$ cat config.mk
export PLATFORM = sky130hd
export DESIGN_NAME = pipe_stage_skid_flat
export DESIGN_NICKNAME = d
export VERILOG_FILES = /design/src/rtl/pipe_stage_skid_if.sv /design/src/rtl/pipe_stage_skid.sv /design/src/flat_wrapper.sv
export SDC_FILE = /design/constraint.sdc
export NUM_CORES = 1
export LEC_CHECK = 0
export BUFFER_PORTS_ARGS = -buffer_cell sky130_fd_sc_hd__buf_2
export CAP_MARGIN = 20
export CORE_MARGIN = 5
export CORE_UTILIZATION = 53
export CTS_CLUSTER_SIZE = 14
export DETAILED_ROUTE_END_ITERATION = 12
export PLACE_DENSITY = 0.86
export SLEW_MARGIN = 20
export SYNTH_ARGS = -nofsm -noshare
export SYNTH_HDL_FRONTEND = slang
export SYNTH_SLANG_ARGS = --single-unit
$ cat constraint.sdc
create_clock -name clk -period 2.5 [get_ports clk]
set_input_delay 0.5 -clock clk [delete_from_list [all_inputs] [get_ports clk]]
set_output_delay 0.5 -clock clk [all_outputs]
set_load 0.01 [all_outputs]
$ cat src/rtl/pipe_stage_skid_if.sv
// Handshake bundle for one elastic pipeline stage: upstream beat in, downstream beat out.
// A beat moves on an edge where valid and ready are both high; valid never waits on ready.
interface pipe_stage_skid_if #(
  parameter int DATA_W = 32,
  parameter int CTRL_W = 5
);
  logic              in_valid;
  logic              in_ready;
  logic [CTRL_W-1:0] in_ctrl;
  logic [DATA_W-1:0] in_data;
  logic              out_valid;
  logic              out_ready;
  logic [CTRL_W-1:0] out_ctrl;
  logic [DATA_W-1:0] out_data;

  modport slave (
    input  in_valid, in_ctrl, in_data, out_ready,
    output in_ready, out_valid, out_ctrl, out_data
  );

  modport master (
    output in_valid, in_ctrl, in_data, out_ready,
    input  in_ready, out_valid, out_ctrl, out_data
  );
endinterface

$ cat src/rtl/pipe_stage_skid.sv
// Elastic pipeline register with a two-entry skid buffer and synchronous flush.
// in_ready decodes only the state register, so out_ready never reaches it combinationally.
module pipe_stage_skid #(
  parameter int DATA_W = 32,
  parameter int CTRL_W = 5
) (
  input  logic                 clk,
  input  logic                 rst,
  input  logic                 flush,
  pipe_stage_skid_if.slave     bus,
  output logic [1:0]           occupancy
);

  typedef enum logic [1:0] {
    EMPTY = 2'd0,
    ONE   = 2'd1,
    TWO   = 2'd2
  } state_t;

  state_t            r_state;
  state_t            w_state_nxt;

  logic              r_main_valid;
  logic [CTRL_W-1:0] r_main_ctrl;
  logic [DATA_W-1:0] r_main_data;
  logic              r_skid_valid;
  logic [CTRL_W-1:0] r_skid_ctrl;
  logic [DATA_W-1:0] r_skid_data;

  logic w_accept;
  logic w_drain;
  logic w_main_ld_in;
  logic w_main_ld_skid;
  logic w_main_clr;
  logic w_skid_ld;
  logic w_skid_clr;

  assign bus.in_ready  = (r_state != TWO);
  assign bus.out_valid = r_main_valid;
  assign bus.out_ctrl  = r_main_ctrl;
  assign bus.out_data  = r_main_data;
  assign occupancy     = r_state;

  assign w_accept = bus.in_valid & bus.in_ready;
  assign w_drain  = r_main_valid & bus.out_ready;

  always_ff @(posedge clk or negedge rst) begin
    if (!rst) begin
      r_state <= EMPTY;
    end else begin
      r_state <= w_state_nxt;
    end
  end

  always_comb begin
    w_state_nxt    = r_state;
    w_main_ld_in   = 1'b0;
    w_main_ld_skid = 1'b0;
    w_main_clr     = 1'b0;
    w_skid_ld      = 1'b0;
    w_skid_clr     = 1'b0;
    if (flush) begin
      // A drain in this cycle already completed downstream; everything else dies.
      w_state_nxt = EMPTY;
      w_main_clr  = 1'b1;
      w_skid_clr  = 1'b1;
    end else begin
      case (r_state)
        EMPTY: begin
          if (w_accept) begin
            w_state_nxt  = ONE;
            w_main_ld_in = 1'b1;
          end
        end
        ONE: begin
          if (w_accept && w_drain) begin
            w_main_ld_in = 1'b1;
          end else if (w_accept) begin
            w_state_nxt = TWO;
            w_skid_ld   = 1'b1;
          end else if (w_drain) begin
            w_state_nxt = EMPTY;
            w_main_clr  = 1'b1;
          end
        end
        TWO: begin
          if (w_drain) begin
            w_state_nxt    = ONE;
            w_main_ld_skid = 1'b1;
            w_skid_clr     = 1'b1;
          end
        end
        default: begin
          w_state_nxt = EMPTY;
          w_main_clr  = 1'b1;
          w_skid_clr  = 1'b1;
        end
      endcase
    end
  end

  // Main ctrl is zeroed whenever the stage empties, so out_ctrl needs no gating.
  always_ff @(posedge clk or negedge rst) begin
    if (!rst) begin
      r_main_valid <= 1'b0;
      r_main_ctrl  <= '0;
      r_main_data  <= '0;
    end else if (w_main_clr) begin
      r_main_valid <= 1'b0;
      r_main_ctrl  <= '0;
    end else if (w_main_ld_in) begin
      r_main_valid <= 1'b1;
      r_main_ctrl  <= bus.in_ctrl;
      r_main_data  <= bus.in_data;
    end else if (w_main_ld_skid) begin
      r_main_valid <= r_skid_valid;
      r_main_ctrl  <= r_skid_ctrl;
      r_main_data  <= r_skid_data;
    end
  end

  always_ff @(posedge clk or negedge rst) begin
    if (!rst) begin
      r_skid_valid <= 1'b0;
      r_skid_ctrl  <= '0;
      r_skid_data  <= '0;
    end else if (w_skid_clr) begin
      r_skid_valid <= 1'b0;
      r_skid_ctrl  <= '0;
    end else if (w_skid_ld) begin
      r_skid_valid <= 1'b1;
      r_skid_ctrl  <= bus.in_ctrl;
      r_skid_data  <= bus.in_data;
    end
  end

endmodule

$ cat src/flat_wrapper.sv
// flat-port wrapper written by rule: the top's interface ports become plain ports
module pipe_stage_skid_flat 
#(
  parameter int DATA_W = 32,
  parameter int CTRL_W = 5
)
  (clk, rst, flush, occupancy, bus_in_valid, bus_in_ctrl, bus_in_data, bus_out_ready, bus_in_ready, bus_out_valid, bus_out_ctrl, bus_out_data);
  pipe_stage_skid_if #(.DATA_W(DATA_W), .CTRL_W(CTRL_W)) bus_i ();
  input  logic clk;
  input  logic rst;
  input  logic flush;
  output logic [1:0] occupancy;
  input wire logic [$bits(bus_i.in_valid)-1:0] bus_in_valid;
  input wire logic [$bits(bus_i.in_ctrl)-1:0] bus_in_ctrl;
  input wire logic [$bits(bus_i.in_data)-1:0] bus_in_data;
  input wire logic [$bits(bus_i.out_ready)-1:0] bus_out_ready;
  output wire logic [$bits(bus_i.in_ready)-1:0] bus_in_ready;
  output wire logic [$bits(bus_i.out_valid)-1:0] bus_out_valid;
  output wire logic [$bits(bus_i.out_ctrl)-1:0] bus_out_ctrl;
  output wire logic [$bits(bus_i.out_data)-1:0] bus_out_data;
  assign bus_i.in_valid = bus_in_valid;
  assign bus_i.in_ctrl = bus_in_ctrl;
  assign bus_i.in_data = bus_in_data;
  assign bus_i.out_ready = bus_out_ready;
  assign bus_in_ready = bus_i.in_ready;
  assign bus_out_valid = bus_i.out_valid;
  assign bus_out_ctrl = bus_i.out_ctrl;
  assign bus_out_data = bus_i.out_data;
  pipe_stage_skid #(.DATA_W(DATA_W), .CTRL_W(CTRL_W)) u_core (.clk(clk), .rst(rst), .flush(flush), .bus(bus_i), .occupancy(occupancy));
endmodule
==> results.txt <==
layout overhead on the synthesized area: 18.6%
Tot Pwr: 4.12 mW
Post-CTS Setup Repair Bufs: 0
vias per cell: 5.40
first-pass GRT wire length: 11000 um
via count: 2161
Yosys reg bits: 78
antenna violations before repair: 0
register area share after synthesis: 54.8%
ant diodes: 0
largest net degree at the start of global routing: 51
Post-DP HPWL: 4740 um
initial drt markers: 62
Pre-antenna DRT Iters: 4
Mapped Area: 3560 um2
Max IR drop VDD: 0.547 mV
core area: 6460 um2
CP max stage delay: 0.46 ns
Final Util: 65.4%
cells resized by post-CTS repair: 0
CP dominant cell by count: mux2_2
# clock sinks: 78
LEAKAGE: 2.10 nW
design area: 4220 um2
port bufs: 82
Synth cell types: 28
Initial Util: 55.1%
Avg WL per Cell: 16.8 um
Critical Path Slowest Stage Cell: dfrtp_1
Placed Cells: 384
pwr dens: 975 nW/um2
top post-synthesis cells by area: dfrtp_1, mux2_2, mux2_4
via count of the first global-routing pass: 2309
fin crit share: 80.8%
Max Clk Rate: 0.495 GHz
Final setup viols: 0
fill count: 495
Top Family by Delay on Critical Path: multiplexers
DRC viols: 0
Die W: 92.0 um
clk_skew: 0.0103 ns
global placement routability congestion: 0.872
Fin Setup TNS: 0 ns
Synth Instances: 231
MaxCap Viol Count: 0
Clk Latency, worst-skew pair: 0.35 ns
Clk pin slew, worst setup/hold paths: 0.09 ns
die span in y: 92.0 um
status: finished, final reports clean
CP Launch Type: flip-flop
post-cts hold buffer count: 0
Net Count, Synth: 273
Clock H-tree levels: 3
worst path cell trace: a21boi_1 > or3_4 > buf_12 > mux2_2 > mux2_2
HP Class: input port to async pin
Post-layout nets: 360
Worst Path Required: 2.73 ns
CTS Root Cell: clkbuf_8
Non-Filler Instances: 400
CTS tree: yes
Tmin final: 2.02 ns
Critical Path AT: 2.25 ns
die area: 8460 um2
critical path endpoint category: flip-flop
CP Max Fanout: 38
RSZ-0062 raised after global routing: false
Buf/Inv on CP: 1
final hold slack: 0.174 ns
Worst-Margin Slew: 0.644 ns
area leader, netlist: dfrtp_1
share of cells above drive strength 1: 64.1%
Remaining Overflow, GRT: 0
All-Layer GR Usage: 16.5%
Slew Viols, Final: 0
Routed Wire Length: 6700 um
slew margin rel.: 57.1%
Ys Warns: 0
Setup WS post-layout: 0.480 ns
average size of a mapped cell: 15.4 um2
Setup Crit Path Kind: flip-flop to flip-flop
Yosys top cell area share: 54.8%
final hold violations: 0
dpl cell area: 4060 um2
I/O pins: 83
CTS Buf Count: 9
Place WS: 0.400 ns
CTS Buffer Depth: 2
row count: 29
DRT antenna net count: 0
cell type report:
type,count,area (um2),area share [%]
Sequential cell,78,1950,46.2
Timing Repair Buffer,88,483,11.4
Clock inverter,6,38.8,0.919
Multi-Input combinational cell,140,1520,36.0
Inverter,1,3.75,0.0889
Tap cell,77,96.3,2.28
Clock buffer,10,128,3.02
layout by cell type, fill, tap and decap left out, drive strengths merged, types with 2 or more instances in the layout:
cell type  count
dfrtp         78
nor2           4
nand2          3
clkbuf        10
and2           2
clkinv         4
clkinvlp       2
mux2         101
nand2b         3
buf           88
a22o          11
a21boi         2
a21oi          4
Yosys cell counts:
cell,n
a21boi_0,1
a21boi_1,1
a21o_1,1
a21oi_1,4
a22o_1,11
and2_1,2
buf_1,3
buf_2,4
buf_6,3
buf_8,1
clkbuf_1,1
dfrtp_1,78
inv_1,1
mux2_2,73
mux2_4,28
mux2i_1,1
nand2_1,3
nand2b_1,2
nand2b_4,1
nor2_1,4
nor2b_1,1
nor3_1,1
o21ba_2,1
o22a_1,1
o22ai_1,1
o31ai_1,1
or3_4,1
xor2_1,1
path summary, 6_finish.rpt:
check                                                       start                                  end  slack, ns  cells after the start
worst max register to register    u_core.occupancy[0]$_DFFE_PN0P_  u_core.bus.out_data[25]$_DFFE_PN0P_       0.48                      5
worst max-delay path              u_core.occupancy[0]$_DFFE_PN0P_  u_core.bus.out_data[25]$_DFFE_PN0P_       0.48                      5
worst min register to register  u_core.r_skid_ctrl[4]$_DFFE_PN0P_    u_core.r_skid_ctrl[4]$_DFFE_PN0P_       0.50                      1
min in group clk                                   bus_in_data[7]    u_core.r_skid_data[7]$_DFFE_PN0P_       0.39                      2
worst min-delay path                                          rst    u_core.r_skid_data[4]$_DFFE_PN0P_       0.17                      1
max in group asynchronous                                     rst    u_core.r_skid_ctrl[4]$_DFFE_PN0P_       1.72                      2
sequential cells by signal, summed over array words and instances, names as in the netlist:
| name | flops |
|---|---|
| u_core.bus.out_data | 32 |
| u_core.occupancy | 2 |
| u_core.r_skid_data | 32 |
| u_core.r_skid_valid | 1 |
| u_core.r_skid_ctrl | 5 |
| u_core.bus.out_ctrl | 5 |
| u_core.bus.out_valid | 1 |
where the power goes:
part / switching, mW / total [mW] / internal [mW]
logic: 0.515 / 1.34 / 0.828
registers: 0.243 / 1.96 / 1.72
clock network: 0.454 / 0.811 / 0.357
metal layers:
metal | up-vias | global-route usage (%) | wire (um)
met4 | 0 | 8.29 | 122
met2 | 72 | 25.8 | 3180
met5 | - | 0 | 0
met1 | 1061 | 21.3 | 2990
met3 | 10 | 4.09 | 411
li1 | 1018 | - | -
logic make-up after synthesis:
kind of cell / Yosys count / synth area share (%)
AOI/OAI and AO/OA: 22 / 4.82
xor gates and xnor gates: 1 / 0.246
buffers and inverters: 13 / 2.46
DFF: 78 / 54.8
muxes: 102 / 35.2
and+or+nand+nor: 15 / 2.46
(Power assumes the default switching activity.)
